==> config.mk <==
export PLATFORM = sky130hd
export DESIGN_NAME = an_rx_ook_dec
export DESIGN_NICKNAME = d
export VERILOG_FILES = /design/src/rtl/an_rx_ook_dec.sv
export SDC_FILE = /design/constraint.sdc
export NUM_CORES = 1
export LEC_CHECK = 0
export BUFFER_PORTS_ARGS = -buffer_cell sky130_fd_sc_hd__buf_2
export CAP_MARGIN = 20
export CORE_UTILIZATION = 55
export CTS_CLUSTER_DIAMETER = 200
export DETAILED_ROUTE_END_ITERATION = 12
export GPL_TIMING_DRIVEN = 0
export PLACE_DENSITY_LB_ADDON = 0.08
export SYNTH_ARGS = -nofsm -noshare
export SYNTH_HDL_FRONTEND = slang
export SYNTH_SLANG_ARGS = --single-unit
==> constraint.sdc <==
create_clock -name CK_i -period 2.4 [get_ports CK_i]
set_clock_uncertainty 0.15 [all_clocks]
set_input_delay 0 -clock CK_i [delete_from_list [all_inputs] [get_ports CK_i]]
set_output_delay 0 -clock CK_i [all_outputs]
set_load 0.02 [all_outputs]
==> src/rtl/an_rx_ook_dec.sv <==
// On-off-keyed UART-style receiver: hysteresis tone slicer feeding a majority-vote
// symbol decoder (start, 8 data bits LSB first, stop) clocked by level-sample strobes.
module an_rx_ook_dec #(
    parameter int          C_SYM_LVs = 5,
    parameter logic [11:0] C_TH_ON   = 12'h300,
    parameter logic [11:0] C_TH_OFF  = 12'h200
) (
    input  logic        CK_i,
    input  logic        XARST_i,
    input  logic [11:0] LVs_i,
    input  logic        DONE_i,
    output logic [7:0]  DATs_o,
    output logic        VALID_o,
    output logic        FERR_o,
    output logic        TONE_o,
    output logic        BUSY_o
);

    typedef enum logic [2:0] {
        IDLE,
        START,
        DATA,
        STOP,
        WAIT_OFF
    } state_t;

    localparam logic [3:0] SMP_LAST = 4'(C_SYM_LVs - 1);
    localparam logic [4:0] SYM_N    = 5'(C_SYM_LVs);

    state_t      state_q, state_d;
    logic [3:0]  smp_q, smp_d;
    logic [3:0]  ones_q, ones_d;
    logic [2:0]  bit_idx_q, bit_idx_d;
    logic [7:0]  shreg_q, shreg_d;
    logic [7:0]  dats_q, dats_d;
    logic        valid_q, valid_d;
    logic        ferr_q, ferr_d;
    logic        tone_q, tone_d;

    logic        tone_a;
    logic [3:0]  ones_acc;
    logic        sym_last;
    logic        sym_bit;
    logic [3:0]  smp_nx;
    logic [3:0]  ones_nx;

    // Hysteresis slicer: levels between the thresholds keep the previous decision.
    always_comb begin
        tone_a = tone_q;
        if (LVs_i >= C_TH_ON) begin
            tone_a = 1'b1;
        end else if (LVs_i < C_TH_OFF) begin
            tone_a = 1'b0;
        end
        tone_d = DONE_i ? tone_a : tone_q;
    end

    // Symbol accumulation including the current sample; counters wrap to zero on close.
    always_comb begin
        ones_acc = ones_q + 4'({3'b000, tone_a});
        sym_last = (smp_q == SMP_LAST);
        sym_bit  = ({1'b0, ones_acc} << 1) > SYM_N;
        smp_nx   = sym_last ? '0 : smp_q + 4'd1;
        ones_nx  = sym_last ? '0 : ones_acc;
    end

    always_comb begin
        state_d   = state_q;
        smp_d     = smp_q;
        ones_d    = ones_q;
        bit_idx_d = bit_idx_q;
        shreg_d   = shreg_q;
        dats_d    = dats_q;
        valid_d   = 1'b0;
        ferr_d    = 1'b0;
        if (DONE_i) begin
            case (state_q)
                IDLE: begin
                    if (tone_a) begin
                        // This sample is sample 0 of the start symbol.
                        smp_d     = smp_nx;
                        ones_d    = ones_nx;
                        bit_idx_d = '0;
                        state_d   = sym_last ? (sym_bit ? DATA : IDLE) : START;
                    end
                end
                START: begin
                    smp_d  = smp_nx;
                    ones_d = ones_nx;
                    if (sym_last) begin
                        bit_idx_d = '0;
                        state_d   = sym_bit ? DATA : IDLE;
                    end
                end
                DATA: begin
                    smp_d  = smp_nx;
                    ones_d = ones_nx;
                    if (sym_last) begin
                        shreg_d = {sym_bit, shreg_q[7:1]};
                        if (bit_idx_q == 3'd7) begin
                            bit_idx_d = '0;
                            state_d   = STOP;
                        end else begin
                            bit_idx_d = bit_idx_q + 3'd1;
                        end
                    end
                end
                STOP: begin
                    smp_d  = smp_nx;
                    ones_d = ones_nx;
                    if (sym_last) begin
                        dats_d = shreg_q;
                        if (sym_bit) begin
                            ferr_d  = 1'b1;
                            state_d = WAIT_OFF;
                        end else begin
                            valid_d = 1'b1;
                            state_d = IDLE;
                        end
                    end
                end
                WAIT_OFF: begin
                    if (!tone_a) begin
                        state_d = IDLE;
                    end
                end
                default: begin
                    state_d = IDLE;
                    smp_d   = '0;
                    ones_d  = '0;
                end
            endcase
        end
    end

    always_ff @(posedge CK_i) begin
        if (!XARST_i) begin
            state_q   <= IDLE;
            smp_q     <= '0;
            ones_q    <= '0;
            bit_idx_q <= '0;
            shreg_q   <= '0;
            dats_q    <= '0;
            valid_q   <= 1'b0;
            ferr_q    <= 1'b0;
            tone_q    <= 1'b0;
        end else begin
            state_q   <= state_d;
            smp_q     <= smp_d;
            ones_q    <= ones_d;
            bit_idx_q <= bit_idx_d;
            shreg_q   <= shreg_d;
            dats_q    <= dats_d;
            valid_q   <= valid_d;
            ferr_q    <= ferr_d;
            tone_q    <= tone_d;
        end
    end

    assign DATs_o  = dats_q;
    assign VALID_o = valid_q;
    assign FERR_o  = ferr_q;
    assign TONE_o  = tone_q;
    assign BUSY_o  = (state_q != IDLE);

endmodule

==> impl_results.md, run 1 <==
- Net Sw Power: 309 uW
- Startpoint Class: register
- Clk Latency, worst-skew pair: 0.35 ns
- LEAKAGE: 0.812 nW
- Main synth FF type: dfxtp_1
- Switching Fraction: 24.4%
- Largest net degree at the start of global routing: 12
- Hold Path Depth: 5
- Worst R2R Path Depth: 10
- Syn_nets: 208
- Power Dens Cells: 641 nW/um^2
- Root buf cell: clkbuf_4
- Synth async-reset ratio: 0%
- Worst slew margin: 65.3%
- Pre-antenna DRT Iters: 10
- Critical path data arrival time: 2.40 ns
- Syn Std Cell Area: 1670 sq um
- Total internal power: 956 uW
- Initial antenna violation count: 0
- Critical path cell sequence: o21a_2, nor3_4, inv_1, ha_1, ha_2, and2_1, a31oi_2, o21bai_1, o2111ai_1, o211a_1
- HP Class: input port to register
- Logic pwr share: 13.1%
- RD Place Congestion: 0.856
- Layout cells sized above 1: 22.9%
- Critical path's slowest cell: dfxtp_1
- Die area: 3270 sq um
- Max incr delay on CP: 0.34 ns
- Max_cap viols: 0
- Iteration-0 DRC Markers: 82
- Crit Path Category: register to register
- Seq/Total Area, Yosys: 39.5%
- Core region area: 2830 sq um
- Clk slew on worst S/H paths: 0.11 ns
- Final period util: 93.8%
- ANT cells: 0
- I/O pins: 27
- Flops & latches, synth: 33
- Residual DRC: 2
- Place WS: -0.0131 ns
- First-pass GRT wire length: 5410 um
- Worst-margin pin slew: 0.521 ns
- Vias in the first global route: 1199
- Area Growth Syn to Fin: 17.9%
- Status: finished with violations
- Top Family by Delay on Critical Path: compound AO/OA/AOI/OAI gates
- Maximum vdd drop: 0.528 mV
- Synth top area share: 39.5%
- Area contributors post-synth: dfxtp_1 39%, mux2i_1 6.6%, nand2_1 6.5%
- Die Height: 57.2 um
- Dominant cell type by area after synthesis: dfxtp_1
- Starting density of the core: 59.2%
- Sequential share of power: 45.3%
- Post-synthesis cell type count: 48
- Peak Freq: 444 MHz
- Num Clock Sinks: 33
- Final setup fails: 0
- WL final: 3430 um
- Synth Warn #: 0
- CTS tree: done
- EDFF count, synth: 0
- Total CTS buffers: 5
- Commonest non-fill, non-tap cell in the layout: dfxtp_1
- Most frequent cells in the layout: 33 x dfxtp_1, 29 x nand2_1, 20 x buf_2
- Die X: 57.2 um
- Syn Area/Cell: 8.95 sq um
- H-tree levels: 2
- Final ANT Viol Nets: 0
- Violated checks: design-rule violations
- Slew Limit Fails: 0
- Vias: 1422
- Synth Instances: 187
- CP Buf/Inv Count: 1
- Clk network pwr share: 41.6%
- Crit-path max FO: 4
- Wire length per cell: 13.8 um
- Final nets: 238
- Critical path endpoint category: register
- Final core utilization: 69.8%
- Core Rows: 19
- Global route overflow: 0
- # port buffers: 17
- Vias/cell: 5.71
- GRT Util Overall: 21.7%
- CTS max path bufs: 2
- Worst setup margin: 0.150 ns
- Final hold violations: 0
- Critical path depth: 10
- HPWL Detailed: 2350 um
- Tmin final: 2.25 ns
- CP required: 2.55 ns
[cell type report]
class / instances / area [sq um]
inverters: 3 / 11.3
clock buffers: 5 / 37.5
plain buffers: 11 / 60.1
flip-flops and latches: 33 / 661
fillers: 240 / 855
well taps: 31 / 38.8
multi-input cells: 140 / 963
clock inverters: 3 / 65.1
repair buffers: 23 / 138
[cell usage after synthesis, drive strengths merged, types with 5 or more instances]
cell / count
a21boi: 12
a21oi: 6
buf: 6
clkbuf: 5
dfxtp: 33
ha: 6
mux2i: 11
nand2: 29
nand3: 11
nor2: 8
nor2b: 9
o21ai: 11
[timing repair]
action | 4_1_cts | 5_1_grt
buffers inserted | 0 | 3
hold buffers | 3 | 0
hold endpoints to repair | 6 | 0
cloned | 0 | 0
pin swaps | 0 | 1
endpoints found under the setup margin | 2 | 5
gates resized for setup | 1 | 4
[power by group through the flow]
stage	combinational [mW]	clock [mW]	sequential [mW]
final	0.166	0.527	0.572
after global placement	0.147	0	0.584
after CTS	0.160	0.534	0.572
after floorplan	0.118	0	0.583
after detailed placement	0.152	0	0.585
after global routing	0.182	0.556	0.575
[path summary, 6_finish.rpt]
check | startpoint | end | slack (ns)
worst max-delay path | TONE_o | state_q[1] | 0.15
worst min-delay path | LVs_i[11] | ones_q[0] | 0.05
worst max register to register | TONE_o | state_q[1] | 0.15
worst min register to register | ones_q[0] | ones_q[0] | 0.31
[sequential cells by signal (all words and copies together) (netlist names)]
| name | cells |
|---|---|
| DATs_o | 8 |
| FERR_o | 1 |
| TONE_o | 1 |
| VALID_o | 1 |
| bit_idx_q | 3 |
| ones_q | 4 |
| shreg_q | 8 |
| smp_q | 4 |
| state_q | 3 |
[worst min-delay path, delay by kind of cell]
kind / cells / cell delay (ns)
simple gates: 2 / 0.23
compound gates: 2 / 0.17
buf+inv: 1 / 0.11
[through the flow]
stage               cell area [sq um]  hold WS (ns)  total power, mW    TNS, ns  instances
floorplan                        1670        0.0984            0.701          0        187
global placement                 1800         0.234            0.731          0        235
detailed placement               1800         0.246            0.737    -0.0131        235
CTS                              1940        0.0189             1.27          0        246
global route                     1970        0.0664             1.31  -0.000855        249
finish                           1970        0.0512             1.27          0        249
[routing by layer]
| layer | vias to the layer above | track usage [%] | wire length (um) |
|---|---|---|---|
| met5 | - | 0 | 0 |
| met1 | 673 | 26.7 | 1620 |
| met4 | 0 | 7.32 | 45 |
| met2 | 30 | 36.5 | 1640 |
| met3 | 7 | 6.12 | 122 |
| li1 | 712 | - | - |
[logic make-up after synthesis]
family	Yosys count	share of synthesized area (%)
compound gates	43	18.3
simple gates	79	26.4
fa+ha+maj	6	4.48
xor+xnor	1	0.523
flops	33	39.5
mux	11	6.58
buf+inv	14	4.26
Power figures use the tool's default switching activity.
==> run 2: changes to the inputs <==
Clock period 2.4 ns to 2.15 ns, I/O delays scaled along.
==> impl_results.md, run 2 (synthesized netlist as in run 1, its figures left out) <==
- Met2 usage: 37.1% (was 36.5%)
- Area of the multi-input gates: 1010 sq um (was 963 sq um)
- Reg-to-reg slack, setup: 0.06 ns (was 0.15 ns)
- Most frequent cells in the layout: 31 x dfxtp_1, 29 x nand2_1, 20 x buf_2 (was 33 x dfxtp_1, 29 x nand2_1, 20 x buf_2)
- Die area: 3270 sq um (unchanged)
- Core region area: 2830 sq um (unchanged)
- H-tree levels: 2 (unchanged)
- First-pass GRT wire length: 5680 um (was 5410 um)
- Global route overflow: 0 (unchanged)
- Switching Fraction: 29.0% (was 24.4%)
- Residual DRC: 3 (was 2)
- GRT Util Overall: 22.4% (was 21.7%)
- Max_cap viols: 0 (unchanged)
- Largest net degree at the start of global routing: 12 (unchanged)
- Final setup fails: 0 (unchanged)
- RD Place Congestion: 0.872 (was 0.856)
- Place WS: -0.151 ns (was -0.0131 ns)
- Die X: 57.2 um (unchanged)
- ANT cells: 0 (unchanged)
- I/O pins: 27 (unchanged)
- Hold_ws: 0.0331 ns (was 0.0512 ns)
- CP Buf/Inv Count: 1 (unchanged)
- Met1 GRT Util: 28.1% (was 26.7%)
- Area Growth Syn to Fin: 15.8% (was 17.9%)
- Power Dens Cells: 606 nW/um^2 (was 641 nW/um^2)
- Worst R2R Path Depth: 9 (was 10)
- Num Clock Sinks: 33 (unchanged)
- RSZ-0062 raised after global routing: yes
- Maximum vdd drop: 0.378 mV (was 0.528 mV)
- Critical Path Start: TONE_o (unchanged)
- Reg2reg end: VALID_o (was state_q[1])
- Clk network pwr share: 29.5% (was 41.6%)
- Net Sw Power: 340 uW (was 309 uW)
- Final period util: 97.0% (was 93.8%)
- Final hold violations: 0 (unchanged)
- Crit-path max FO: 4 (unchanged)
- Busiest grt layer: met2 (unchanged)
- Top Family by Delay on Critical Path: simple AND/OR/NAND/NOR gates (was compound AO/OA/AOI/OAI gates)
- CTS tree: done (unchanged)
- Final core utilization: 68.5% (was 69.8%)
- Logic pwr share: 15.8% (was 13.1%)
- Layout Cells excl Fill: 245 (was 249)
- Root buf cell: clkbuf_4 (unchanged)
- Vias in the first global route: 1277 (was 1199)
- Sequential share of power: 54.7% (was 45.3%)
- Peak Freq: 479 MHz (was 444 MHz)
- Die Height: 57.2 um (unchanged)
- Tmin final: 2.09 ns (was 2.25 ns)
- Slew Limit Fails: 0 (unchanged)
- CP required: 2.29 ns (was 2.55 ns)
- Crit Path Category: register to register (unchanged)
- Critical path endpoint category: register (unchanged)
- CTS max path bufs: 2 (unchanged)
- Total CTS buffers: 5 (unchanged)
- Starting density of the core: 59.2% (unchanged)
- HPWL Detailed: 2380 um (was 2350 um)
- Commonest non-fill, non-tap cell in the layout: dfxtp_1 (unchanged)
- LEAKAGE: 0.774 nW (was 0.812 nW)
- Status: finished with violations (unchanged)
- Worst slew margin: 67.2% (was 65.3%)
- Critical path depth: 9 (was 10)
- Critical path data arrival time: 2.23 ns (was 2.40 ns)
- R2r startpoint: TONE_o (unchanged)
- Setup_tns: 0 ns (unchanged)
- Layout cells sized above 1: 24.3% (was 22.9%)
- Max incr delay on CP: 0.35 ns (was 0.34 ns)
- Final nets: 234 (was 238)
- HP Class: input port to register (unchanged)
- Worst-margin pin slew: 0.493 ns (was 0.521 ns)
- CP endpoint: VALID_o (was state_q[1])
- Worst setup margin: 0.0644 ns (was 0.150 ns)
- Placed Cells: 235 (unchanged)
- Iteration-0 DRC Markers: 51 (was 82)
- Total internal power: 834 uW (was 956 uW)
- Vias: 1405 (was 1422)
- # port buffers: 17 (unchanged)
- Violated checks: design-rule violations (unchanged)
- Clk Latency, worst-skew pair: 0.34 ns (was 0.35 ns)
- Critical path's slowest cell: dfxtp_2 (was dfxtp_1)
- Startpoint Class: register (unchanged)
- Vias/cell: 5.73 (was 5.71)
- Fillers: 229 (was 240)
- Clk slew on worst S/H paths: 0.11 ns (about the same)
- Core Rows: 19 (unchanged)
- Seq. cell area: 663 sq um (was 661 sq um)
- Pre-antenna DRT Iters: 8 (was 10)
- Wire length per cell: 13.6 um (was 13.8 um)
- WL final: 3340 um (was 3430 um)
- Critical path cell sequence: o21a_4, nor3_4, inv_2, ha_4, ha_4, nor3_4, a31oi_4, a21oi_1, and3_1 (was o21a_2, nor3_4, inv_1, ha_1, ha_2, and2_1, a31oi_2, o21bai_1, o2111ai_1, o211a_1)
- Routing usage on met3: 4.08% (was 6.12%)
- Initial antenna violation count: 0 (unchanged)
- Final ANT Viol Nets: 0 (unchanged)
[run 2: cell count changes in the layout (fill, tap and decap cells not counted), moves of 2 or more]
| cell | before | now |
|---|---|---|
| buf_4 | 5 | 3 |
| bufinv_16 | 2 | 0 |
| dfxtp_1 | 33 | 31 |
| dfxtp_2 | 0 | 2 |
| dlygate4sd3_1 | 3 | 1 |
| ha_4 | 0 | 2 |
[run 2: what timing repair did]
action,in CTS,in global routing
setup endpoints to repair,5,6
pin swaps,1,2
hold buffers,1,0
setup buffers,1,0
gates cloned,0,0
endpoints found under the hold margin,5,0
resized for setup,0,9
[run 2: worst min path at each step]
stage	from	endpoint	slack (ns)	depth (start not counted)
finish	DONE_i	shreg_q[7]	0.03	4
global route	LVs_i[10]	TONE_o	0.04	5
CTS	LVs_i[10]	TONE_o	0.02	5
detailed placement	XARST_i	FERR_o	0.25	3
global placement	LVs_i[10]	TONE_o	0.23	4
floorplan	LVs_i[10]	TONE_o	0.08	3
[run 2: worst reg2reg max path, cell delays in order (launching register included)]
cell and delay [ns]:
dfxtp_2 0.35, o21a_4 0.22, nor3_4 0.14, inv_2 0.07
ha_4 0.18, ha_4 0.17, nor3_4 0.22, a31oi_4 0.05
a21oi_1 0.29, and3_1 0.21
[run 2: metal layers]
layer	up-vias	wire, um
met4	0	65
met2	32	1620
met5	-	0
li1	708	-
met3	8	127
met1	657	1530
[run 2: area by class of cell]
| type | instances | share of cell area (%) |
|---|---|---|
| multi-input combinational | 140 | 52.0 |
| sequential | 33 | 34.2 |
| timing repair buffer | 19 | 5.29 |
| buffer | 11 | 3.10 |
| tap | 31 | 2.00 |
| clock buffer | 5 | 1.94 |
| clock inverter | 3 | 0.904 |
| inverter | 3 | 0.581 |
[run 2: stage by stage]
stage	total power [mW]	area [sq um]
3_3_place_gp	0.821	1820
5_1_grt	1.23	1940
6_report	1.17	1940
4_1_cts	1.17	1890
3_5_place_dp	0.828	1820
2_1_floorplan	0.786	1690
[run 2: power groups by stage]
stage | sequential [mW] | combinational, mW | clock (mW)
after floorplan | 0.652 | 0.134 | 0
after global placement | 0.652 | 0.169 | 0
after detailed placement | 0.654 | 0.174 | 0
after CTS | 0.640 | 0.177 | 0.356
after global routing | 0.644 | 0.205 | 0.380
final | 0.642 | 0.186 | 0.346
==> run 3: changes to the inputs <==
Settings changed: CELL_PAD_IN_SITES_DETAIL_PLACEMENT set to 1, CELL_PAD_IN_SITES_GLOBAL_PLACEMENT set to 1, CORE_UTILIZATION 55 to 42.
==> impl_results.md, run 3 (synthesized netlist as in run 1, its figures left out) <==
- Commonest non-fill, non-tap cell in the layout: dfxtp_1 (unchanged)
- Fillers: 455 (was 229)
- CP required: 2.19 ns (was 2.29 ns)
- Startpoint Class: register (unchanged)
- RD Place Congestion: 0.831 (was 0.872)
- Worst slew margin: 65.1% (was 67.2%)
- Most frequent cells in the layout: 31 x dfxtp_1, 29 x nand2_1, 20 x buf_2 (unchanged)
- Pre-antenna DRT Iters: 4 (was 8)
- Worst-margin pin slew: 0.523 ns (was 0.493 ns)
- Power Dens Cells: 756 nW/um^2 (was 606 nW/um^2)
- Hold_ws: 0.0807 ns (was 0.0331 ns)
- CTS max path bufs: 2 (unchanged)
- Num Clock Sinks: 33 (unchanged)
- WL final: 4040 um (was 3340 um)
- Final Power: 1.53 mW (was 1.17 mW)
- Status: finished, final reports clean (was finished with violations)
- Global route overflow: 0 (unchanged)
- Core region area: 3740 sq um (was 2830 sq um)
- First-pass GRT wire length: 6960 um (was 5680 um)
- Crit Path Category: register to register (unchanged)
- Crit-path max FO: 4 (unchanged)
- Vias: 1393 (was 1405)
- Critical path endpoint category: register (unchanged)
- LEAKAGE: 0.811 nW (was 0.774 nW)
- R2r startpoint: TONE_o (unchanged)
- Maximum vdd drop: 0.392 mV (was 0.378 mV)
- Root buf cell: clkbuf_8 (was clkbuf_4)
- # port buffers: 17 (unchanged)
- Final setup fails: 0 (unchanged)
- Die area: 4240 sq um (was 3270 sq um)
- HPWL Detailed: 2850 um (was 2380 um)
- Total CTS buffers: 5 (unchanged)
- ANT cells: 0 (unchanged)
- Vias/cell: 5.32 (was 5.73)
- HP Class: input port to register (unchanged)
- Iteration-0 DRC Markers: 63 (was 51)
- Starting density of the core: 44.7% (was 59.2%)
- Final nets: 234 (unchanged)
- Clk slew on worst S/H paths: 0.07 ns (was 0.11 ns)
- RSZ-0062 raised after global routing: yes (unchanged)
- Peak Freq: 477 MHz (was 479 MHz)
- Initial antenna violation count: 0 (unchanged)
- Final core utilization: 54.2% (was 68.5%)
- Area Growth Syn to Fin: 21.2% (was 15.8%)
- H-tree levels: 2 (unchanged)
- Hold Path Depth: 5 (was 4)
- Clk Latency, worst-skew pair: 0.29 ns (was 0.34 ns)
- Critical path data arrival time: 2.13 ns (was 2.23 ns)
- Final hold violations: 0 (unchanged)
- Tmin final: 2.10 ns (was 2.09 ns)
- Critical Path Start: TONE_o (unchanged)
- Die Height: 65.1 um (was 57.2 um)
- Wire length per cell: 15.4 um (was 13.6 um)
- Vias in the first global route: 1485 (was 1277)
- Worst R2R Path Depth: 10 (was 9)
- Die X: 65.1 um (was 57.2 um)
- I/O pins: 27 (unchanged)
- Area of the multi-input gates: 998 sq um (was 1010 sq um)
- Layout cells sized above 1: 24.3% (unchanged)
- Final period util: 97.6% (was 97.0%)
- Seq. cell area: 663 sq um (unchanged)
- GRT Util Overall: 22.0% (was 22.4%)
- Slew Limit Fails: 0 (unchanged)
- Residual DRC: 0 (was 3)
- CTS tree: done (unchanged)
- Max_cap viols: 0 (unchanged)
- Final ANT Viol Nets: 0 (unchanged)
- Largest net degree at the start of global routing: 12 (unchanged)
- Hold_sp: LVs_i[11] (was DONE_i)
- Core Rows: 22 (was 19)
[run 3: critical path, stage by stage (launching register included)]
cell and delay (ns):
dfxtp_2 0.33, o21a_4 0.22, nor3_4 0.15, inv_2 0.06, ha_4 0.18, ha_4 0.17, nor3_4 0.20, a31oi_2 0.07
o21bai_1 0.17, o2111ai_1 0.14, o211a_1 0.17
[run 3: final cells by class]
type,instances,area share [%]
plain buffers,11,2.96
repair buffers,19,5.06
clock inverters,3,3.21
multi-input cells,140,49.2
well taps,48,2.96
inverters,3,0.555
flip-flops and latches,33,32.7
clock buffers,5,3.39
[run 3: routing by layer]
| metal | wire (um) | vias to the layer above | track usage, % |
|---|---|---|---|
| li1 | - | 703 | - |
| met1 | 1870 | 663 | 26.3 |
| met2 | 1980 | 21 | 37.9 |
| met3 | 116 | 6 | 5.21 |
| met4 | 63 | 0 | 8.70 |
| met5 | 0 | - | 0 |
[run 3: final timing paths]
| check | endpoint | slack, ns |
|---|---|---|
| min | TONE_o | 0.08 |
| max reg2reg | state_q[1] | 0.05 |
| max | state_q[1] | 0.05 |
| min reg2reg | shreg_q[0] | 0.32 |
[run 3: where the power goes]
part	total [mW]	switching (mW)	leakage, nW	internal, mW
registers	0.642	0.0158	0.268	0.626
logic	0.192	0.106	0.475	0.0855
clock network	0.701	0.240	0.0681	0.461
[run 3: timing repair]
action,CTS,global route
pin swaps,1,2
hold buffers,1,0
gates resized for setup,2,6
gates cloned,0,0
endpoints found under the hold margin,5,0
endpoints found under the setup margin,5,6
buffers inserted,1,0
[run 3: per-stage QoR]
stage               worst slack (ns)  cells  setup TNS (ns)  area, sq um
global placement              -0.125    252          -0.338         1840
CTS                           0.0205    262               0         2000
finish                        0.0524    262               0         2030
global route                 -0.0518    262         -0.0518         2030
floorplan                     0.0125    187               0         1690
detailed placement            -0.179    252          -0.527         1840
